===== src/rtl/vend_pkg.sv =====
// Shared encodings for the vending dispense scheduler: FSM states and
// actuator select values.
package vend_pkg;

    typedef enum logic [2:0] {
        ST_IDLE      = 3'd0,
        ST_DRIVE     = 3'd1,
        ST_WAIT_DONE = 3'd2,
        ST_GAP       = 3'd3,
        ST_FAULT     = 3'd4
    } state_t;

    localparam logic ACT_SEL_COLA = 1'b0;
    localparam logic ACT_SEL_COIN = 1'b1;

endpackage


===== src/rtl/pend_cnt.sv =====
// Saturating up/down pending-job counter. An increment and a decrement in
// the same cycle cancel out. sat_hit flags an increment that was dropped
// because the counter was already full.
module pend_cnt #(
    parameter int CNT_W = 3
) (
    input  logic             clk,
    input  logic             rst,
    input  logic             inc,
    input  logic             dec,
    output logic [CNT_W-1:0] cnt,
    output logic             sat_hit
);

    localparam logic [CNT_W-1:0] CNT_MAX = {CNT_W{1'b1}};

    logic [CNT_W-1:0] r_cnt;
    logic             w_full;
    logic             w_empty;

    assign w_full  = (r_cnt == CNT_MAX);
    assign w_empty = (r_cnt == '0);
    assign sat_hit = inc && !dec && w_full;
    assign cnt     = r_cnt;

    // Count requests up and started jobs down, clamped at both ends.
    always_ff @(posedge clk) begin
        if (rst) begin
            r_cnt <= '0;
        end else if (inc && !dec && !w_full) begin
            r_cnt <= r_cnt + CNT_W'(1);
        end else if (dec && !inc && !w_empty) begin
            r_cnt <= r_cnt - CNT_W'(1);
        end
    end

endmodule


===== src/rtl/vend_dispense_sched.sv =====
// Dispense scheduler: queues cola / change-coin requests and time-shares one
// actuator driver between the cola chute and the coin hopper. Each job is a
// timed drive pulse, a bounded wait for the sensor ack, then a cooldown gap.
// A missing ack parks the scheduler in a sticky FAULT until fault_clr.
module vend_dispense_sched
    import vend_pkg::*;
#(
    parameter int PULSE_CYC   = 4,
    parameter int GAP_CYC     = 2,
    parameter int TIMEOUT_CYC = 16,
    parameter int CNT_W       = 3
) (
    input  logic             sys_clk,
    input  logic             sys_rst,
    input  logic             pi_cola,
    input  logic             pi_money,
    input  logic             act_done,
    input  logic             fault_clr,
    output logic             act_en,
    output logic             act_sel,
    output logic [CNT_W-1:0] cola_pend,
    output logic [CNT_W-1:0] coin_pend,
    output logic             busy,
    output logic             fault,
    output logic             ovf
);

    // One timer serves every timed state, so it is sized for the longest load.
    localparam int TMR_MAX =
        (TIMEOUT_CYC > PULSE_CYC) ?
            ((TIMEOUT_CYC > GAP_CYC) ? TIMEOUT_CYC : GAP_CYC) :
            ((PULSE_CYC > GAP_CYC) ? PULSE_CYC : GAP_CYC);
    localparam int TMR_W = (TMR_MAX > 1) ? $clog2(TMR_MAX) : 1;

    localparam logic [TMR_W-1:0] LD_PULSE   = TMR_W'(PULSE_CYC - 1);
    localparam logic [TMR_W-1:0] LD_GAP     = TMR_W'(GAP_CYC - 1);
    localparam logic [TMR_W-1:0] LD_TIMEOUT = TMR_W'(TIMEOUT_CYC - 1);

    state_t           r_state;
    state_t           w_state_nx;
    logic [TMR_W-1:0] r_tmr;
    logic [TMR_W-1:0] w_tmr_nx;
    logic             r_act_en;
    logic             w_act_en_nx;
    logic             r_act_sel;
    logic             w_act_sel_nx;
    logic             r_fault;
    logic             w_fault_nx;
    logic             r_ack;
    logic             r_ovf;
    logic             w_cola_dec;
    logic             w_coin_dec;
    logic             w_start;
    logic             w_cola_sat;
    logic             w_coin_sat;
    logic [CNT_W-1:0] w_cola_cnt;
    logic [CNT_W-1:0] w_coin_cnt;

    pend_cnt #(.CNT_W(CNT_W)) u_cola_cnt (
        .clk     (sys_clk),
        .rst     (sys_rst),
        .inc     (pi_cola),
        .dec     (w_cola_dec),
        .cnt     (w_cola_cnt),
        .sat_hit (w_cola_sat)
    );

    pend_cnt #(.CNT_W(CNT_W)) u_coin_cnt (
        .clk     (sys_clk),
        .rst     (sys_rst),
        .inc     (pi_money),
        .dec     (w_coin_dec),
        .cnt     (w_coin_cnt),
        .sat_hit (w_coin_sat)
    );

    assign w_start = w_cola_dec | w_coin_dec;

    // Next-state, timer reload and registered-output values for the job sequencer.
    always_comb begin
        w_state_nx   = r_state;
        w_tmr_nx     = r_tmr;
        w_act_en_nx  = r_act_en;
        w_act_sel_nx = r_act_sel;
        w_fault_nx   = r_fault;
        w_cola_dec   = 1'b0;
        w_coin_dec   = 1'b0;
        case (r_state)
            ST_IDLE: begin
                // Cola always wins over change coins when both are owed.
                if (w_cola_cnt != '0) begin
                    w_state_nx   = ST_DRIVE;
                    w_tmr_nx     = LD_PULSE;
                    w_act_en_nx  = 1'b1;
                    w_act_sel_nx = ACT_SEL_COLA;
                    w_cola_dec   = 1'b1;
                end else if (w_coin_cnt != '0) begin
                    w_state_nx   = ST_DRIVE;
                    w_tmr_nx     = LD_PULSE;
                    w_act_en_nx  = 1'b1;
                    w_act_sel_nx = ACT_SEL_COIN;
                    w_coin_dec   = 1'b1;
                end
            end
            ST_DRIVE: begin
                if (r_tmr == '0) begin
                    w_state_nx  = ST_WAIT_DONE;
                    w_tmr_nx    = LD_TIMEOUT;
                    w_act_en_nx = 1'b0;
                end else begin
                    w_tmr_nx = r_tmr - TMR_W'(1);
                end
            end
            ST_WAIT_DONE: begin
                if (r_ack) begin
                    w_state_nx = ST_GAP;
                    w_tmr_nx   = LD_GAP;
                end else if (r_tmr == '0) begin
                    w_state_nx = ST_FAULT;
                    w_fault_nx = 1'b1;
                end else begin
                    w_tmr_nx = r_tmr - TMR_W'(1);
                end
            end
            ST_GAP: begin
                if (r_tmr == '0) begin
                    w_state_nx = ST_IDLE;
                end else begin
                    w_tmr_nx = r_tmr - TMR_W'(1);
                end
            end
            ST_FAULT: begin
                if (fault_clr) begin
                    w_state_nx = ST_IDLE;
                    w_fault_nx = 1'b0;
                end
            end
            default: begin
                w_state_nx = ST_IDLE;
            end
        endcase
    end

    // Register state, timer and actuator outputs.
    always_ff @(posedge sys_clk) begin
        if (sys_rst) begin
            r_state   <= ST_IDLE;
            r_tmr     <= '0;
            r_act_en  <= 1'b0;
            r_act_sel <= ACT_SEL_COLA;
            r_fault   <= 1'b0;
        end else begin
            r_state   <= w_state_nx;
            r_tmr     <= w_tmr_nx;
            r_act_en  <= w_act_en_nx;
            r_act_sel <= w_act_sel_nx;
            r_fault   <= w_fault_nx;
        end
    end

    // Catch a sensor ack anywhere in the drive or wait window of the current job.
    always_ff @(posedge sys_clk) begin
        if (sys_rst) begin
            r_ack <= 1'b0;
        end else if (w_start) begin
            r_ack <= 1'b0;
        end else if ((r_state == ST_DRIVE || r_state == ST_WAIT_DONE) && act_done) begin
            r_ack <= 1'b1;
        end
    end

    // Remember any request lost to a full counter until the next reset.
    always_ff @(posedge sys_clk) begin
        if (sys_rst) begin
            r_ovf <= 1'b0;
        end else if (w_cola_sat || w_coin_sat) begin
            r_ovf <= 1'b1;
        end
    end

    assign act_en    = r_act_en;
    assign act_sel   = r_act_sel;
    assign cola_pend = w_cola_cnt;
    assign coin_pend = w_coin_cnt;
    assign busy      = (r_state != ST_IDLE);
    assign fault     = r_fault;
    assign ovf       = r_ovf;

endmodule

===== config.mk =====
export PLATFORM = sky130hd
export DESIGN_NAME = vend_dispense_sched
export DESIGN_NICKNAME = d
export VERILOG_FILES = /design/src/rtl/vend_pkg.sv /design/src/rtl/pend_cnt.sv /design/src/rtl/vend_dispense_sched.sv
export SDC_FILE = /design/constraint.sdc
export NUM_CORES = 1
export LEC_CHECK = 0
export ABC_AREA = 1
export ABC_CLOCK_PERIOD_IN_PS = 1620
export CORE_UTILIZATION = 47
export CTS_CLUSTER_SIZE = 8
export DETAILED_ROUTE_END_ITERATION = 8
export PLACE_DENSITY = 0.74
export SYNTH_ARGS = -nofsm -noshare
export SYNTH_HDL_FRONTEND = slang
export SYNTH_SLANG_ARGS = --single-unit

===== constraint.sdc =====
create_clock -name sys_clk -period 1.62 [get_ports sys_clk]
set_input_delay 0.324 -clock sys_clk [delete_from_list [all_inputs] [get_ports sys_clk]]
set_output_delay 0.324 -clock sys_clk [all_outputs]
set_load 0.01 [all_outputs]

==> results by group, run 1 <==
Floorplanning
  – Total Die Area: 2450 um^2
  – Site row count: 16
  – DIE WIDTH: 49.5 um
  – Core Box Area: 2040 um^2
  – Num ports: 17
  – Die Ht: 49.5 um
  – Starting density of the core: 51.8%

Placement
  – GP Congestion: 0.950
  – HPWL after detailed placement: 1880 um
  – Area after DPL: 1380 um^2
  – Placed cells: 210
  – DP Worst Slack: -0.228 ns
  – IO Port Bufs: 16

Layout
  – Antenna Cells: 0
  – Share of cells above drive strength 1: 29.0%
  – Util after Layout: 72.2%
  – Final net count: 204
  – Post-route cell area: 1470 um^2
  – Final std cells w/o fill: 220
  – Synth-to-layout area growth: 39.2%

Drt
  – Post-Route WL: 2580 um
  – Via/cell ratio: 5.19
  – Remaining DRCs: 0
  – WL/cell: 11.7 um
  – Antenna Violating Nets Remaining: 0
  – Initial DRC count: 27
  – Drt pass-1 iters: 4
  – Vias: 1141

Power and ir drop
  – Comb pwr share: 67.5%
  – Reg power frac: 24.0%
  – Pleak: 0.712 nW
  – PwrDens: 2210 nW/um^2
  – Switch share: 45.8%
  – Switching pwr: 1.49 mW
  – Clock power frac: 8.5%
  – Max VDD drop: 1.40 mV
  – Int Pwr: 1.77 mW

Logic synthesis
  – Leading area contributor after synthesis: dfxtp_1
  – Cell area after synthesis: 1060 um^2
  – Seq cells post-synth: 18
  – Largest family of logic cells by synthesized area: simple AND/OR/NAND/NOR gates
  – Compound-cell area share of the yosys netlist: 11.1%
  – Synthesized area per cell: 6.96 um^2
  – Syn Nets: 162
  – Synth Area in XOR/XNOR: 1.65%
  – Top post-synthesis cells by area: dfxtp_1, nand2_1, nor2_1
  – Post-synthesis sequential area ratio: 34.0%
  – Top cell type's share of synthesized area: 34.0%
  – Post-Syn Instances: 152
  – Count of different cell masters after synthesis: 27
  – Most frequent cell after synthesis: nand2_1
  – Post-synth ARST share: 0%
  – Ys Warns: 0
  – Adder-Cell Fraction of Synth Area: 6.15%
  – Post-Synth Simple-Gate Area: 39.4%
  – Post-synth EDFFs: 0
  – Mux contribution to synthesized area: 0%
  – Top FF cell, synth: dfxtp_1
  – Post-synth top cells: nand2_1, nor2_1, dfxtp_1

Clocking
  – Root Buffer: clkbuf_4
  – Clk Latency, worst-skew pair: 0.28 ns
  – Max clock buf depth: 2
  – Worst-path clk slew: 0.11 ns
  – Hold-fix buffers, CTS: 0
  – # H-tree levels: 1
  – TritonCTS clock tree: done
  – Clk sinks: 18
  – Number of buffers created by CTS: 3

Timing
  – Final Max Slew Viols: 0
  – Worst hold margin: 0.491 ns
  – Max Clk Rate: 629 MHz
  – RSZ-0062 raised after global routing: true
  – Final period utilization: 98.1%
  – Final Hold Violating Endpoints: 0
  – Final worst slack: 0.0303 ns
  – Rel. slew slack: 79.3%
  – Least-Margin Pin Slew: 0.311 ns
  – # setup viols final: 0
  – Tmin final: 1.59 ns
  – Worst Skew: 0.00441 ns

Global route
  – Initial antenna violation count: 0
  – First-pass GRT wire length: 4310 um
  – Largest net degree at the start of global routing: 11
  – GRT Resource Usage Total: 22.5%
  – Gr ovfl total: 0
  – Vias in the first global route: 1017

Critical path
  – CP Class: reg2out
  – Startpoint Class: flip-flop
  – RR Startpoint: u_cola_cnt.cnt[1]$_SDFFE_PP0P_
  – Req. time, crit path: 1.30 ns
  – Data arrival, critical path: 1.27 ns
  – Critical path origin: u_cola_cnt.cnt[2]$_SDFFE_PP0P_
  – Crit end category: output pin
  – Crit path max fanout: 3

Hold path
  – Worst min-delay path class: reg2reg
  – Hold_sp: ovf$_SDFFE_PP0P_

Run status
  – Status: complete, no violations

Run
  – Max Cap Viol: 0
[per-stage QoR]
stage          TNS (ns)  total power [mW]
6_report              0              3.26
5_1_grt          -0.113              3.54
4_1_cts               0              3.12
3_5_place_dp     -0.477              2.81
3_3_place_gp     -0.345              2.75
2_1_floorplan   -0.0130              2.04
[power by group through the flow]
stage	Combinational (mW)	Sequential, mW	Clock [mW]
final	2.20	0.781	0.276
after global routing	2.44	0.799	0.303
after CTS	2.06	0.777	0.288
after detailed placement	2.04	0.771	0
after global placement	1.99	0.761	0
after floorplan	1.21	0.824	0
[what timing repair did]
action	CTS	global route
endpoints found under the setup margin	7	3
buffers inserted	2	4
gates resized for setup	11	6
pin swaps	1	3
[routing by layer]
layer,vias to the layer above,wire [um],global-route usage [%]
met5,-,0,0
met1,517,1120,27.9
met2,39,1320,41.6
met4,0,13,4.29
li1,583,-,-
met3,2,130,2.78
[logic make-up (layout without fill, tap and decap cells)]
kind of cell / after synthesis / in the layout
compound gates: 22 / 22
buf+inv: 21 / 62
fa+ha+maj: 4 / 4
simple gates: 85 / 85
flops: 18 / 18
xor+xnor: 2 / 2
[cell type report]
cell class                      count  area, um^2
Multi-Input combinational cell    113         639
Clock buffer                        4        36.3
Tap cell                           27        33.8
Sequential cell                    18         368
Fill cell                         169         568
Inverter                           20        77.6
Timing Repair Buffer               38         319
[worst max-delay path, stage by stage, from the launching register on]
cell and delay [ns]:
dfxtp_2 0.36, buf_4 0.10, clkdlybuf4s50_1 0.52
[layout by cell type, fill, tap and decap left out]
master	synthesis	final
nand2_4	1	1
a31oi_1	1	1
nor3_1	5	5
buf_4	0	22
nand4_1	4	4
nor2_1	21	19
nand3b_1	2	2
nand3_1	11	10
inv_2	3	5
dlygate4sd2_1	0	5
nand2_1	31	28
fa_2	0	2
dfxtp_1	18	12
nand2_2	1	4
inv_1	16	14
ha_1	2	2
clkbuf_8	0	1
nor2_4	1	1
xor2_1	1	1
o2111ai_1	1	1
o21ai_1	2	2
o21ai_0	7	7
clkdlybuf4s50_1	0	11
xnor2_1	1	1
a211oi_1	1	1
nor2_2	1	3
clkbuf_4	0	3
inv_4	1	1
or2_1	1	1
a21oi_1	10	10
dfxtp_2	0	6
nand3_2	6	7
[worst paths after layout]
path	end	slack [ns]	depth (start not counted)
setup reg to reg	u_cola_cnt.cnt[2]$_SDFFE_PP0P_	0.05	8
hold reg to reg	ovf$_SDFFE_PP0P_	0.49	2
setup / recovery	cola_pend[2]	0.03	2
hold / removal	ovf$_SDFFE_PP0P_	0.49	2
[state kept, by name, summed over array words and instances, names as in the netlist]
| signal | flops |
|---|---|
| u_cola_cnt.cnt | 3 |
| r_tmr | 4 |
| r_ack | 1 |
| fault | 1 |
| act_en | 1 |
| ovf | 1 |
| act_sel | 1 |
| r_state | 3 |
| u_coin_cnt.cnt | 3 |
Power figures use the tool's default switching activity.
==> run 2, diff against run 1 <==
MAX_ROUTING_LAYER = met4   (was unset)
==> results of run 2 <==
The final DEF is identical to that of run 1; final timing and power are the same.
Among the figures that moved: final weighted congestion in routability-driven placement 0.950 -> 0.967; wire length of the first global-routing pass 4310 um -> 4330 um; via count of the first global-routing pass 1017 -> 1016; overall routing resource usage 22.5% -> 23.2%; met1 usage 27.9% -> 28.1%
